[config.mk]
export PLATFORM = sky130hd
export DESIGN_NAME = if_id_queue
export DESIGN_NICKNAME = d
export VERILOG_FILES = /design/src/rtl/rv32i_pkg.sv /design/src/rtl/if_id_queue.sv
export SDC_FILE = /design/constraint.sdc
export NUM_CORES = 1
export LEC_CHECK = 0
export ABC_AREA = 0
export CAP_MARGIN = 20
export CORE_ASPECT_RATIO = 1.25
export CORE_MARGIN = 4
export CORE_UTILIZATION = 35
export DETAILED_ROUTE_END_ITERATION = 8
export HOLD_SLACK_MARGIN = 0.02
export SLEW_MARGIN = 5
export SYNTH_ARGS = -nofsm -noshare
export SYNTH_HDL_FRONTEND = slang
export SYNTH_SLANG_ARGS = --single-unit
[constraint.sdc]
create_clock -name clk -period 8.15 [get_ports clk]
set_input_delay 1.2225 -clock clk [delete_from_list [all_inputs] [get_ports clk]]
set_output_delay 1.2225 -clock clk [all_outputs]
set_load 0.01 [all_outputs]
[src/rtl/rv32i_pkg.sv]
// Shared RV32I pipeline definitions: data width, canonical NOP and the
// fetch bundle carried from fetch to decode.
package rv32i_pkg;

  localparam int unsigned XLEN = 32;

  // addi x0, x0, 0
  localparam logic [XLEN-1:0] RV_NOP = 32'h0000_0013;

  // One queue entry: {pc, pc+4, instruction}, 96 bits.
  typedef struct packed {
    logic [XLEN-1:0] pc;
    logic [XLEN-1:0] pc4;
    logic [XLEN-1:0] instr;
  } fetch_bundle_t;

endpackage : rv32i_pkg

[src/rtl/if_id_queue.sv]
// IF/ID decoupling queue: a DEPTH-entry circular buffer between fetch and
// decode with valid/ready handshakes on both sides.
//
// Ports:
//   clk, rst                 clock (rising edge), async active-high reset
//   flush                    discard all entries (taken branch/jump)
//   if_valid / if_ready      fetch-side handshake; if_ready gates PC write
//   PC_IF, PC_4_IF,
//   INSTRUCTION_IF           fetched triple
//   id_valid / id_ready      decode-side handshake
//   PC_ID, PC_4_ID,
//   INSTRUCTION_ID           head entry, or {0, 0, NOP} when empty
//   count                    occupancy, 0..DEPTH
module if_id_queue
  import rv32i_pkg::*;
#(
  parameter int unsigned DEPTH = 2,
  localparam int unsigned PTR_W = $clog2(DEPTH)
) (
  input  logic             clk,
  input  logic             rst,
  input  logic             flush,
  input  logic             if_valid,
  output logic             if_ready,
  input  logic [XLEN-1:0]  PC_IF,
  input  logic [XLEN-1:0]  PC_4_IF,
  input  logic [XLEN-1:0]  INSTRUCTION_IF,
  output logic             id_valid,
  input  logic             id_ready,
  output logic [XLEN-1:0]  PC_ID,
  output logic [XLEN-1:0]  PC_4_ID,
  output logic [XLEN-1:0]  INSTRUCTION_ID,
  output logic [PTR_W:0]   count
);

  localparam logic [PTR_W:0] FULL_CNT = (PTR_W+1)'(DEPTH);

  logic [PTR_W-1:0] wr_ptr_q, wr_ptr_d;
  logic [PTR_W-1:0] rd_ptr_q, rd_ptr_d;
  logic [PTR_W:0]   count_q,  count_d;
  fetch_bundle_t    mem_q [DEPTH];
  fetch_bundle_t    mem_d [DEPTH];

  logic push_c;
  logic pop_c;
  fetch_bundle_t head_c;

  // Handshake status depends only on registered occupancy.
  assign if_ready = (count_q != FULL_CNT);
  assign id_valid = (count_q != '0);
  assign count    = count_q;

  assign push_c = if_valid & if_ready;
  assign pop_c  = id_valid & id_ready;

  // Next-state: flush overrides any push/pop in the same cycle.
  always_comb begin
    wr_ptr_d = wr_ptr_q;
    rd_ptr_d = rd_ptr_q;
    count_d  = count_q;
    mem_d    = mem_q;
    if (flush) begin
      wr_ptr_d = '0;
      rd_ptr_d = '0;
      count_d  = '0;
    end else begin
      if (push_c) begin
        mem_d[wr_ptr_q] = '{pc: PC_IF, pc4: PC_4_IF, instr: INSTRUCTION_IF};
        wr_ptr_d        = PTR_W'(wr_ptr_q + PTR_W'(1));
      end
      if (pop_c) begin
        rd_ptr_d = PTR_W'(rd_ptr_q + PTR_W'(1));
      end
      case ({push_c, pop_c})
        2'b10:   count_d = (PTR_W+1)'(count_q + (PTR_W+1)'(1));
        2'b01:   count_d = (PTR_W+1)'(count_q - (PTR_W+1)'(1));
        default: count_d = count_q;
      endcase
    end
  end

  // Control state with asynchronous reset.
  always_ff @(posedge clk or posedge rst) begin
    if (rst) begin
      wr_ptr_q <= '0;
      rd_ptr_q <= '0;
      count_q  <= '0;
    end else begin
      wr_ptr_q <= wr_ptr_d;
      rd_ptr_q <= rd_ptr_d;
      count_q  <= count_d;
    end
  end

  // Entry storage; contents are don't-care after reset.
  always_ff @(posedge clk) begin
    mem_q <= mem_d;
  end

  // Empty queue presents a bubble so decode never sees stale data.
  always_comb begin
    head_c = '{pc: '0, pc4: '0, instr: RV_NOP};
    if (count_q != '0) begin
      head_c = mem_q[rd_ptr_q];
    end
  end

  assign PC_ID          = head_c.pc;
  assign PC_4_ID        = head_c.pc4;
  assign INSTRUCTION_ID = head_c.instr;

endmodule : if_id_queue

# --- Word level (Yosys, flattened, before mapping) ---
# Cells that the tools add are included.
word_totals:
  register_bits: 196
  inputBits: 101
  output_inout_bits: 100
  word_cells: 43
classes:
  n_addsub: 4
  order_cmp: 3
  eq_ne: 3
  mux: 13
  n_bitwise: 5
  n_reduce_logical: 6
ops:
  columns: ["cell", "n"]
  rows:
  - ["$mux 96", 5]
  - ["$bwmux 192", 1]
  - ["$demux 96 s1", 1]
  - ["$reduce_bool 2->1", 3]
  - ["$ge 2x2->1 const B", 2]
  - ["$mux 1", 4]
  - ["$not 1->2", 2]
  - ["$pmux 2 s2", 1]
  - ["$reduce_bool 3->1", 1]
  - ["$add 1x1->1 const B", 2]
  - ["$add 2x1->2 const B", 1]
  - ["$and 1x1->1", 2]
  - ["$eq 2x1->1 const B", 1]
  - ["$eq 2x2->1 const B", 1]
  - ["$lt 2x1->1 const B", 1]
  - ["$mux 2", 1]
  - ["$ne 2x2->1 const B", 1]
  - ["$reduce_and 2->1", 1]
  - ["$sub 2x1->2 const B", 1]
  - ["$logic_and 1x1->1", 1]
  - ["$not 1->1", 1]

# --- Depth between registers and ports, before layout ---
# Gate-level depths: netlist (run 1).
logic_depth:
  depth_word: 6
  depth_mapped: 5
  mapped_depth_nobuf: 4

# --- Least setup slack after synthesis (run 1) ---
# OpenSTA, ideal clock, no wires.
synth_path:
  kind: "input-to-reg"
  from: "input if_valid"
  to: "register mem_q[0] (netlist name) (enable)"
  t_arrival_ns: 8.239
  slack_ns: -0.779
  cell_stages: 2
  path_buffers: 0
  cell_sequence: "nand2_1 nor3b_1"
synth_via:
  elab_chain_cells: 2
synth_rtl:
  columns: ["item", "line", "rtl"]
  rows:
  - ["start: declaration", "if_id_queue.sv:23", "input logic if_valid,"]
  - ["$and 1x1->1", "if_id_queue.sv:53", "assign push_c = if_valid & if_ready;"]
  - ["$reduce_and 2->1 (no source line)", null, null]
  - ["end signal: assignment", "if_id_queue.sv:97", "mem_q <= mem_d;"]
  - ["end: declaration", "if_id_queue.sv:41", "fetch_bundle_t mem_q [DEPTH];"]
# No other way between the ends.
# A chain may end at the register's enable or synchronous reset.

# --- Final worst setup path (run 1) ---
layout_path:
  from: "register rd_ptr_q"
  to: "output PC_ID[31]"
layout_via:
  elab_chain_cells: 5
layout_rtl:
  columns: ["item", "line", "rtl"]
  rows:
  - ["start: declaration", "if_id_queue.sv:39", "logic [PTR_W-1:0] rd_ptr_q, rd_ptr_d;"]
  - ["start signal: assignment", "if_id_queue.sv:90", "rd_ptr_q <= rd_ptr_d;"]
  - ["$not 1->2 (implied by the code)", "if_id_queue.sv:104", "head_c = mem_q[rd_ptr_q];"]
  - ["$mux 96 (implied by the code) (3 in series)", "if_id_queue.sv:104", null]
  - ["$mux 96", "if_id_queue.sv:103", "if (count_q != '0) begin"]
  - ["end: declaration", "if_id_queue.sv:30", "output logic [XLEN-1:0] PC_ID,"]
# No other way between the ends. The select of a mux whose other input is x is not followed.

==> results of run 1 <==
## tightest hold or removal path: stages (launching register included)
cell and delay (ns):
dfrtp_1 0.43, o21ai_0 0.09, a21oi_1 0.06
## report_power, final
part           internal [uW]  switching (uW)  total, uW
Combinational            151             125        276
Sequential              1150            19.8       1170
Clock                    430             377        806
Total                   1730             521       2250
## registers in the layout, summed over array words and instances (netlist names)
register and count:
mem_q 192, count 2, rd_ptr_q 1, wr_ptr_q 1
## layout by cell type, fill, tap and decap left out, types with 2 or more instances in the layout
cell	Yosys	layout
clkbuf_16	0	17
a21oi_1	4	4
o21ai_0	2	2
inv_6	0	5
nor2_1	95	94
dfrtp_1	4	3
edfxtp_1	192	192
buf_4	8	6
mux2i_1	97	97
clkinv_1	0	2
inv_2	2	2
inv_1	2	2
clkinvlp_4	0	3
nand2_1	4	4
clkdlybuf4s50_1	0	200
inv_8	0	3
## routing by layer
metal  GRT usage  vias up
met5           0        -
met4      0.0468        2
met3      0.0456       22
met2       0.227      154
met1       0.153     2048
li1            -     2020
## how the worst max path moves through the flow
stage | start | endpoint | slack, ns | cells after the start
2_1_floorplan | if_valid | mem_q[0]$_DFFE_PP_ | 2.61 | 2
3_3_place_gp | rd_ptr_q$_DFFE_PP0P_ | PC_ID[31] | 4.15 | 4
3_5_place_dp | rd_ptr_q$_DFFE_PP0P_ | PC_ID[31] | 4.13 | 4
4_1_cts | rd_ptr_q$_DFFE_PP0P_ | PC_ID[31] | 3.66 | 4
5_1_grt | rd_ptr_q$_DFFE_PP0P_ | PC_ID[31] | 3.55 | 4
6_report | rd_ptr_q$_DFFE_PP0P_ | PC_ID[31] | 3.78 | 4
## kinds of logic after synthesis
logic type             synth area share
AND/OR/NAND/NOR                  0.0562
flip-flops                        0.785
buffers and inverters            0.0219
multiplexers                      0.130
XOR/XNOR                        0.00117
AO/OA/AOI/OAI                   0.00603
## layout make-up
class                           instances  area, um^2
Inverter                                4        15.0
Antenna cell                            1        2.50
Multi-Input combinational cell        212        1480
Timing Repair Buffer                  206        2050
Clock buffer                           17         425
Sequential cell                       196        5870
Clock inverter                         15         143
Fill cell                            1788       10600
Tap cell                              274         343
## through the flow
step	instance area, um^2	hold WS (ns)	power, uW
final	10300	0.625	2250
after global routing	10300	0.698	2340
after CTS	10300	0.629	2280
after detailed placement	9750	0.621	1470
after global placement	9750	0.596	1470
after floorplan	7480	0.542	1310
==> run metrics, run 1 <==
status=complete, no violations; Layout Cells excl Fill=925; Mapped Cells=approximately 430; Routed WL=about 16000 um; Syn Nets=534; RR Endpoint=mem_q[60]$_DFFE_PP_; port bufs=200; worst-case vdd ir drop=between 100 and 150 uV; RSZ-0062 raised after global routing=false; total die area=23800 um^2; Buf/Inv on CP=2; CTS root buf=clkbuf_16; crit path cell chain=buf_4 -> mux2i_1 -> nor2_1 -> clkdlybuf4s50_1; vias in the first global route=around 4700; post-synthesis sequential element count=slightly below 200; Commonest cells post-synth=192 x edfxtp_1, 97 x mux2i_1, 95 x nor2_1; Post-CTS Setup Inserts=0; Crit path max-delay family=buffers and inverters; Starting Density=0.358; Post-synth EDFFs=roughly 190; Routed met2 length=7950 um; number of antenna violations at the first check in global routing=1; final worst setup slack=3.78 ns; critical path endpoint category=output pin; YS warnings=0; Worst R2R Path Depth=6; post-cts resize count=0; arrival time worst endpoint=about 3.2 ns; Std-Cell Rows=~60; Worst-Skew Late Latency=around 0.42 ns; post-DR wirelength/cell=approximately 17 um; CTS Buf Count=17; Clock Sinks=slightly below 200; CP Data Required Time=~6.9 ns; Final Max Tran Viols=0; GRT Total Usage=0.131; antenna-violating nets left=0; first-pass GRT wire length=around 24000 um; clock slew at reported path FFs=0.07 ns; # hold bufs at CTS=0; Nets=about 740; Final setup viols=0; async set-reset flop share out of synthesis=0.0204; critical path class=reg2out; share of the synthesized area in the top cell type=0.771; htree depth=4; Ports=201; CTS tree=yes; Rel. slew slack=0.331; synth unique cells=22; met3 WL=between 1000 and 1500 um; Hold/Removal Path Class=reg2reg; Metal-1 WL=between 6000 and 7000 um; Final GP Congestion=around 0.71; Lkg Pwr=roughly 0.0034 uW; syn_area_per_cell=17.3 um^2; top sig layer=met5; synthesized area=about 7500 um^2; DRC viols=0; cell count after placement=~890; synthesis-to-layout area growth=38.1%; crit path time final=about 4.4 ns; Max Fclk=around 0.23 GHz; core area=around 21000 um^2; Tcrit/Tclk final=0.536; die extent in x=139 um; maximum root-to-sink buffer count=2; cell with the most instances after synthesis=edfxtp_1; start point of the worst hold path=wr_ptr_q$_DFFE_PP0P_; startpoint types=register; Top FF cell, synth=edfxtp_1; gr ovfl total=0; Seq/Total Area, Yosys=0.785; Setup TNS=0 ns; Max Cap Viol=0; crit-path max FO=between 50 and 60; hold endpoint=wr_ptr_q$_DFFE_PP0P_; largest area contributor in the netlist=edfxtp_1; share of cells above drive strength 1=0.0662; Pwr Density=218 nW/um^2; Largest stage delay, worst path=just over 0.9 ns; vias per cell=about 4.6; Reg2Reg Setup Slack=5.38 ns; Final Hold Fails=0; DR iter-0 viols=200; pre-CTS WS=roughly 4.1 ns; DR pass1 iterations=4; CP max stage cell=dfrtp_4; Die H=around 170 um; pin count of the biggest net entering global routing=between 60 and 70; Critical R2R Launch=count[1]$_DFFE_PP0P_; Worst Hold Depth=2; Synth area leaders=edfxtp_1 77%, mux2i_1 13%, nor2_1 4.8%, dfrtp_1 1.3%, buf_4 0.80%; Slew @ Worst Pin=roughly 1.0 ns; clock skew=approximately 0.0047 ns; DP HPWL=approximately 11000 um; Vias=between 4000 and 5000; Core Util, Final=0.494
Note: power is estimated with default switching activity, not from simulation.
==> run 2: changes to the inputs <==
clock period = 4 ns   (was 8.15 ns; I/O delays follow)
==> run 2 against run 1 <==
Against the previous run:
- design area up 0.38%
- via count down 1.3%
- critical path depth up 1
- first-iteration DRC count down 5.0%
- critical endpoint is now INSTRUCTION_ID[0]
- sequential share of layout area down 0.21 points
- non-clock buffer count up 3
==> run metrics, run 2 (synthesis gave the netlist of run 1 again) <==
Final Max Tran Viols=0 (unchanged); post-cts resize count=0 (unchanged); clock slew at reported path FFs=0.07 ns (about the same); Critical R2R Launch=count[1]$_DFFE_PP0P_; most frequent cells in the layout=200 x clkdlybuf4s50_1, 192 x edfxtp_1, 97 x mux2i_1; Vias=4191 (-1.3%); share of cells above drive strength 1=0.0720 (+0.00582); Worst R2R Path Depth=5 (-1); antenna-violating nets left=0 (unchanged); gr ovfl total=0 (unchanged); register area=5870 um^2 (unchanged); Tcrit/Tclk final=0.773; combinational power share=0.126 (+0.003); htree depth=4 (unchanged); worst-case vdd ir drop=249 uV (+82%); vias per cell=4.52 (-1.5%); port bufs=200 (unchanged); Pwr Density=440 nW/um^2 (+100%); first-pass GRT wire length=24400 um (+0.34%); Final setup viols=0 (unchanged); die extent in x=139 um (unchanged); post-DR wirelength/cell=16.9 um (-1.4%); critical path class=reg2out; DR iter-0 viols=190 (-5.0%); crit path time final=3.09 ns; Nets=741 (+0.41%); # hold bufs at CTS=0 (unchanged); critical path endpoint category=output pin; Lkg Pwr=0.00338 uW (+0.73%); CTS root buf=clkbuf_16; Int Pwr=3480 uW (+100%); Final Hold Fails=0 (unchanged); vias in the first global route=4578 (-2.1%); number of antenna violations at the first check in global routing=0 (-1); area of the multi-input gates=1480 um^2 (unchanged); RR Endpoint=mem_q[49]$_DFFE_PP_; Final GP Congestion=0.725 (+2.5%); sequential share of power=0.520 (about the same); diode count=0 (-1); Worst-Skew Late Latency=0.42 ns (about the same); Reg2Reg Setup Slack=1.87 ns (-3.51 ns); max FFs per register=192 (unchanged); clock network fraction of total power=0.354 (-0.004); DRC viols=0 (unchanged); DP HPWL=10600 um (+0.41%); clock skew=0.0126 ns (+0.00796 ns); Clock Sinks=196 (unchanged); CTS Buf Count=17 (unchanged); GRT Total Usage=0.131 (+0.000176); Hold/Removal Path Class=in2async; Setup TNS=0 ns (unchanged); total die area=23800 um^2 (unchanged); Starting Density=0.358 (unchanged); startpoint types=register; Max Fclk=between 0.3 and 0.4 GHz; Rel. slew slack=0.503 (+0.171); Slew @ Worst Pin=0.746 ns (-0.255 ns); Std-Cell Rows=59 (unchanged); DR pass1 iterations=4 (unchanged); crit-path max FO=63 (+21%); CTS tree=yes; maximum root-to-sink buffer count=2 (unchanged); Ports=201 (unchanged); synthesis-to-layout area growth=38.6%; Die H=171 um (unchanged); Fill cells=1737 (-2.9%); arrival time worst endpoint=2.49 ns (-0.66 ns); WHS=0.368 ns (-0.257 ns); status=complete, no violations; pin count of the biggest net entering global routing=64 (unchanged); Power, Total=4560 uW (+100%); CP Data Required Time=3.40 ns (-3.53 ns); Max Cap Viol=0 (unchanged); core area=20900 um^2 (unchanged); commonest non-fill, non-tap cell in the layout=clkdlybuf4s50_1; Post-CTS Setup Inserts=0 (unchanged); Psw=1080 uW (+110%); RSZ-0062 raised after global routing=false; Top reg by flops=mem_q; Net Sw Frac=0.237 (+0.00551); Routed WL=15700 um (-1.1%)
==> run 2: cell types whose count changed in the layout (fill, tap and decap cells not counted), sizes merged <==
| cell | delta |
|---|---|
| clkinv | +4 |
| buf | +3 |
| diode | -1 |
| clkinvlp | -2 |
| inv | -2 |
| bufinv | -1 |
| clkbuf | +1 |
==> run 2: cell type report <==
cell class / instances / area share
multi-input cells: 212 / 0.142
clock inverters: 14 / 0.0140
inverters: 4 / 0.00145
well taps: 274 / 0.0331
clock buffers: 18 / 0.0414
repair buffers: 209 / 0.201
flip-flops and latches: 196 / 0.567
==> run 2: routing by layer <==
metal  track usage  share of wire
met1         0.159           0.42
met2         0.227           0.51
met3        0.0364          0.055
met4        0.0477          0.014
met5             0              0
==> run 2: power by group through the flow <==
| stage | clock network (uW) | registers (uW) | logic [uW] |
|---|---|---|---|
| final | 1610 | 2370 | 574 |
| after global routing | 1760 | 2380 | 619 |
| after CTS | 1660 | 2370 | 585 |
| after detailed placement | 0 | 2420 | 581 |
| after global placement | 0 | 2420 | 576 |
| after floorplan | 0 | 2400 | 272 |
==> run 2: how the worst max path moves through the flow <==
stage                               from            endpoint  slack [ns]
finish              count[0]$_DFFE_PP0P_   INSTRUCTION_ID[0]        0.91
CTS                 rd_ptr_q$_DFFE_PP0P_   INSTRUCTION_ID[1]        0.85
global route        count[0]$_DFFE_PP0P_   INSTRUCTION_ID[0]        0.70
detailed placement  rd_ptr_q$_DFFE_PP0P_   INSTRUCTION_ID[1]        1.32
global placement    rd_ptr_q$_DFFE_PP0P_   INSTRUCTION_ID[0]        1.33
floorplan           count[1]$_DFFE_PP0P_  mem_q[0]$_DFFE_PP_        0.24
==> run 2: per-stage QoR <==
stage / utilization / instances / instance area (um^2) / setup WS [ns]
final: 0.496 / 927 / 10400 / 0.907
after global routing: 0.496 / 927 / 10400 / 0.704
after CTS: 0.496 / 927 / 10400 / 0.852
after detailed placement: 0.468 / 895 / 9780 / 1.32
after global placement: 0.468 / 895 / 9780 / 1.33
after floorplan: - / 433 / 7500 / 0.243
==> run 2: worst max-delay path: stages, from the launching register on <==
cell	delay (ns)
dfrtp_1	0.48
nor2_4	0.16
buf_4	0.54
inv_1	0.19
nand2_1	0.11
clkdlybuf4s50_1	0.53
==> run 3: changes to the inputs <==
clock period = 3 ns   (was 4 ns; I/O delays follow)
==> run 3 against run 2 <==
Against the previous run:
- count of clock-buffer cells in the layout is 2 higher
- hold slack lost 0.14 ns
- first-iteration DRC count increased by 2.1%
- non-clock buffer count is the same
- total power is 36% higher
- clock power up 39%
- combinational power rose by 37%
- clock skew decreased by 0.0056 ns
- critical endpoint is now INSTRUCTION_ID[3]
- largest cell class unchanged
==> run metrics, run 3 (synthesis gave the netlist of run 1 again) <==
maximum root-to-sink buffer count=2 (unchanged); synthesis-to-layout area growth=39.9%; Final Max Tran Viols=0 (unchanged); critical path class=reg2out; Critical R2R Launch=count[0]$_DFFE_PP0P_; Starting Density=0.358 (unchanged); Post-CTS Setup Inserts=0 (unchanged); worst-case vdd ir drop=325 uV (+30%); CTS Buf Count=17 (unchanged); die extent in x=139 um (unchanged); Lkg Pwr=0.00340 uW (+0.54%); crit path time final=approximately 2.7 ns; Die H=171 um (unchanged); DR iter-0 viols=194 (+2.1%); Ports=201 (unchanged); vias per cell=4.52 (about the same); RR Endpoint=mem_q[188]$_DFFE_PP_; Final GP Congestion=0.695 (-4.2%); Power, Total=6190 uW (+36%); most frequent cells in the layout=200 x clkdlybuf4s50_1, 192 x edfxtp_1, 97 x mux2i_1; total die area=23800 um^2 (unchanged); arrival time worst endpoint=2.22 ns (-0.27 ns); Max Cap Viol=0 (unchanged); CP Data Required Time=2.55 ns (-0.85 ns); Hold/Removal Path Class=in2async; DP HPWL=10700 um (+1.4%); WHS=0.232 ns (-0.136 ns); clock skew=0.00707 ns (-0.00557 ns); htree depth=4 (unchanged); share of cells above drive strength 1=0.0704 (-0.00153); GRT Total Usage=0.131 (-0.000160); Slew @ Worst Pin=0.584 ns (-0.162 ns); clock slew at reported path FFs=0.07 ns (about the same); Nets=741 (unchanged); Vias=4189 (-0.048%); Final Hold Fails=0 (unchanged); pin count of the biggest net entering global routing=61 (-4.7%); Max Fclk=approximately 0.37 GHz; Reg2Reg Setup Slack=1.11 ns (-0.76 ns); Worst-Skew Late Latency=0.41 ns (about the same); critical path endpoint category=output pin; Top reg by flops=mem_q; crit-path max FO=27 (-57%); startpoint types=register; Clock Sinks=196 (unchanged); post-cts resize count=0 (unchanged); RSZ-0062 raised after global routing=false; Std-Cell Rows=59 (unchanged); Worst R2R Path Depth=5 (unchanged); met3 WL=969 um (+13%); max FFs per register=192 (unchanged); diode count=0 (unchanged); number of antenna violations at the first check in global routing=0 (unchanged); crit path from=rd_ptr_q$_DFFE_PP0P_; vias in the first global route=4663 (+1.9%); Final setup viols=0 (unchanged); commonest non-fill, non-tap cell in the layout=clkdlybuf4s50_1; status=complete, no violations; antenna-violating nets left=0 (unchanged); Routed met2 length=8380 um (+4.4%); Metal-1 WL=6290 um (-4.0%); DR pass1 iterations=4 (unchanged); core area=20900 um^2 (unchanged); Rel. slew slack=0.611 (+0.108); Fill cells=1756 (+1.1%); Pwr Density=592 nW/um^2 (+34%); DRC viols=0 (unchanged); # hold bufs at CTS=0 (unchanged); port bufs=200 (unchanged); post-DR wirelength/cell=17.0 um (+0.63%); CTS tree=yes; first-pass GRT wire length=24300 um (-0.26%); top sig layer=met4; CTS root buf=clkbuf_16; Core Util, Final=0.501 (+0.00479); Tcrit/Tclk final=0.889; Routed WL=15800 um (+0.63%); gr ovfl total=0 (unchanged)
[run 3: worst max path at each step]
stage / endpoint / cells past startpoint / slack [ns]
after floorplan: mem_q[0]$_DFFE_PP_ / 4 / -0.67
after global placement: mem_q[149]$_DFFE_PP_ / 4 / 0.73
after detailed placement: mem_q[147]$_DFFE_PP_ / 4 / 0.68
after CTS: INSTRUCTION_ID[3] / 4 / 0.26
after global routing: INSTRUCTION_ID[3] / 4 / 0.17
final: INSTRUCTION_ID[3] / 4 / 0.33
[run 3: metrics by stage]
| stage | instance area (um^2) | worst slack (ns) | std cells | TNS, ns |
|---|---|---|---|---|
| after floorplan | 7510 | -0.666 | 433 | -108.98 |
| after detailed placement | 9870 | 0.681 | 895 | 0 |
| final | 10500 | 0.332 | 927 | 0 |
| after CTS | 10500 | 0.258 | 927 | 0 |
| after global routing | 10500 | 0.170 | 927 | 0 |
| after global placement | 9870 | 0.728 | 895 | 0 |
[run 3: final cells by class]
| class | count | area, um^2 | area share |
|---|---|---|---|
| Multi-Input combinational cell | 212 | 1490 | 0.142 |
| Timing Repair Buffer | 209 | 2160 | 0.206 |
| Tap cell | 274 | 343 | 0.0328 |
| Sequential cell | 196 | 5870 | 0.561 |
| Inverter | 4 | 15.0 | 0.00144 |
| Clock inverter | 12 | 149 | 0.0142 |
| Clock buffer | 20 | 437 | 0.0418 |
[run 3: power breakdown]
| group | internal (uW) | total, uW | switching, uW |
|---|---|---|---|
| clock | 1250 | 2240 | 989 |
| sequential | 3120 | 3160 | 41.4 |
| combinational | 431 | 787 | 355 |
[run 3: critical path, stage by stage (launching register included)]
cell	delay [ns]
dfrtp_4	0.72
buf_12	0.28
mux2i_1	0.11
nor2_1	0.14
clkdlybuf4s50_1	0.56
[run 3: per-layer routing]
metal | vias up | GRT usage
met3 | 8 | 0.0456
met5 | - | 0
met1 | 2040 | 0.146
met4 | 0 | 0.0345
met2 | 121 | 0.241
li1 | 2020 | -
==> RTL change (config.mk and constraints of run 1) <==
Change the parameter `DEPTH` from 2 to 4.
--- a/src/rtl/if_id_queue.sv
+++ b/src/rtl/if_id_queue.sv
@@ -14,7 +14,7 @@
 module if_id_queue
   import rv32i_pkg::*;
 #(
-  parameter int unsigned DEPTH = 2,
+  parameter int unsigned DEPTH = 4,
   localparam int unsigned PTR_W = $clog2(DEPTH)
 ) (
   input  logic             clk,
Interface: changed (resized count); port bits go from 201 to 202. No check against the original RTL was run, so the function may have changed too.
==> RTL change against run 1 <==
Power rose by 110%. Routed wire length rose by 95%. Sequential cell count rose by 195. Area after synthesis rose by 100%. Design area rose by 82%. Sequential share of layout area rose by 5.3 points. Setup slack got worse by 200 ps. Register-to-register slack got worse by 360 ps.
==> RTL change: results (changes against run 1) <==
The placer congestion estimate is 0.7039 (was 0.7077). The run gives 7872 (was 4678) as the number of global-route vias before repair. The run gives 14.62 ps (was 4.690 ps) as the final clock skew. Commonest cells in the netlist: sky130_fd_sc_hd__edfxtp_1 (384), sky130_fd_sc_hd__and2_1 (97), sky130_fd_sc_hd__mux4_2 (96) (was sky130_fd_sc_hd__edfxtp_1 (192), sky130_fd_sc_hd__mux2i_1 (97), sky130_fd_sc_hd__nor2_1 (95)). The tools report the static power due to leakage as 5.864 nW (was 3.354 nW). The tools report the insertion delay to the later sink of the worst-skew pair as 520 ps (was 420 ps). Total vias in the final route: 7062 (was 4246). Largest cells by area after synthesis: sky130_fd_sc_hd__edfxtp_1 (77%), sky130_fd_sc_hd__mux4_2 (14%), sky130_fd_sc_hd__and2_1 (4.0%) (was sky130_fd_sc_hd__edfxtp_1 (77%), sky130_fd_sc_hd__mux2i_1 (13%), sky130_fd_sc_hd__nor2_1 (4.8%)).

The peak per-stage delay on the critical path came out at 1000 ps (was 930 ps). The flip-flop count of the largest register after layout came out at 384 (was 192). The clock period minus worst slack was 4576 ps (was 4371 ps). The DRC violation total after the first TritonRoute iteration is 404 (was 200), and the worst ir drop on vdd is 0.1338 mV (was 0.1365 mV). The average routed wire per standard cell was 20.96 µm (was 17.13 µm). The share of post-route cells with drive strength above 1 came out at 18.12% (was 6.615%). For the clock tree buffer depth, the log shows 3 (was 2). The run finished with clean final reports.

The slew of the pin with the lowest slew margin came out at 1052 ps (was 1001 ps). The largest net degree at the start of global routing is 95 (was 64). The origin of the worst min-delay path is wr_ptr_q[1] (was wr_ptr_q). The proportion of register bits with asynchronous set or reset after synthesis is 1.790% (was 2.041%).

For the number of nets produced by synthesis, the log shows 779 (was 534). The arrival time at the worst endpoint was 3350 ps (was 3150 ps). The tools report the timing endpoint of the critical path as PC_4_ID[31] (was PC_ID[31]).

For the sequential fraction of the synthesis area, the log shows 77.95% (was 78.47%). The number of antenna violations at the first check in global routing is 2 (was 1), and the total half-perimeter wirelength after legalization and detailed placement is 17.45 mm (was 10.52 mm). Reg-to-reg critical path startpoint: count[0] (was count[1]). The depth of the worst register-to-register path works out to 4 (was 6). For the total CTS buffers, the log shows 39 (was 17). The number of flops mapped to enable cells by yosys was 384 (was 192); the worst reg-to-reg setup slack was 5020 ps (was 5380 ps). The worst-path maximum fanout came out at 54 (was 52). The first-pass GRT wire length is 47.17 mm (was 24.27 mm). The source of the critical timing path is rd_ptr_q[1] (was rd_ptr_q).

The run gives 36 (was 22) as the number of distinct library cells after synthesis.
-- RTL change: cell count changes after synthesis, sizes merged, moves of 4 or more --
cell,change
and2,+97
clkbuf,+16
edfxtp,+192
ha,+4
inv,+4
mux2i,-97
mux4,+96
nand3,+4
nor2,-89
-- RTL change: power breakdown --
part | leakage, nW | internal, mW | switching, mW
logic | 1.70 | 0.367 | 0.282
registers | 3.58 | 2.27 | 0.0427
clock network | 0.591 | 0.964 | 0.721
-- RTL change: area by class of cell --
class,instances,area (µm²)
Tap cell,559,699.4
Fill cell,3689,23430
Sequential cell,391,11710
Clock inverter,25,177.7
Clock buffer,47,1027
Antenna cell,2,5.005
Multi-Input combinational cell,237,3094
Inverter,8,31.28
Timing Repair Buffer,208,2077
-- RTL change: cells by family (layout without fill, tap and decap cells) --
| family | Yosys count | after routing | synth area share [%] |
|---|---|---|---|
| buf+inv | 45 | 288 | 1.516 |
| fa+ha+maj | 5 | 5 | 0.4666 |
| simple gates | 118 | 118 | 4.782 |
| flops | 391 | 391 | 77.95 |
| compound gates | 14 | 14 | 0.6416 |
| mux | 97 | 97 | 14.47 |
| xor+xnor | 3 | 3 | 0.1750 |
| other cells | 0 | 2 | 0 |
-- RTL change: worst min path at each step --
stage,end,slack (ps),depth (start not counted)
2_1_floorplan,wr_ptr_q[0],560,2
3_3_place_gp,wr_ptr_q[0],600,2
3_5_place_dp,wr_ptr_q[1],590,2
4_1_cts,wr_ptr_q[1],600,2
5_1_grt,wr_ptr_q[0],670,2
6_report,wr_ptr_q[1],610,2
-- RTL change: per-layer routing --
metal	vias up	routed length, µm	GRT usage (%)
met3	41	1196	2.364
met4	0	679	3.863
met1	3704	12900	16.74
li1	3163	-	-
met2	154	16180	23.40
met5	-	0	0
-- RTL change: per-stage QoR --
stage / cells / worst slack (ps) / cell area (µm²) / hold slack [ps] / utilization [%]
after floorplan: 673 / 3567 / 15020 / 557.3 / -
after global placement: 1403 / 3679 / 17620 / 597.2 / 41.69
after detailed placement: 1403 / 3669 / 17620 / 594.4 / 41.69
after CTS: 1475 / 3385 / 18820 / 604.7 / 44.55
after global routing: 1477 / 3269 / 18830 / 667.4 / 44.56
final: 1477 / 3574 / 18830 / 607.8 / 44.56
-- RTL change: tightest hold or removal path: stages (launching register included) --
cell and delay, ps:
sky130_fd_sc_hd__dfrtp_1 410, sky130_fd_sc_hd__o21ai_0 90, sky130_fd_sc_hd__a21oi_1 70
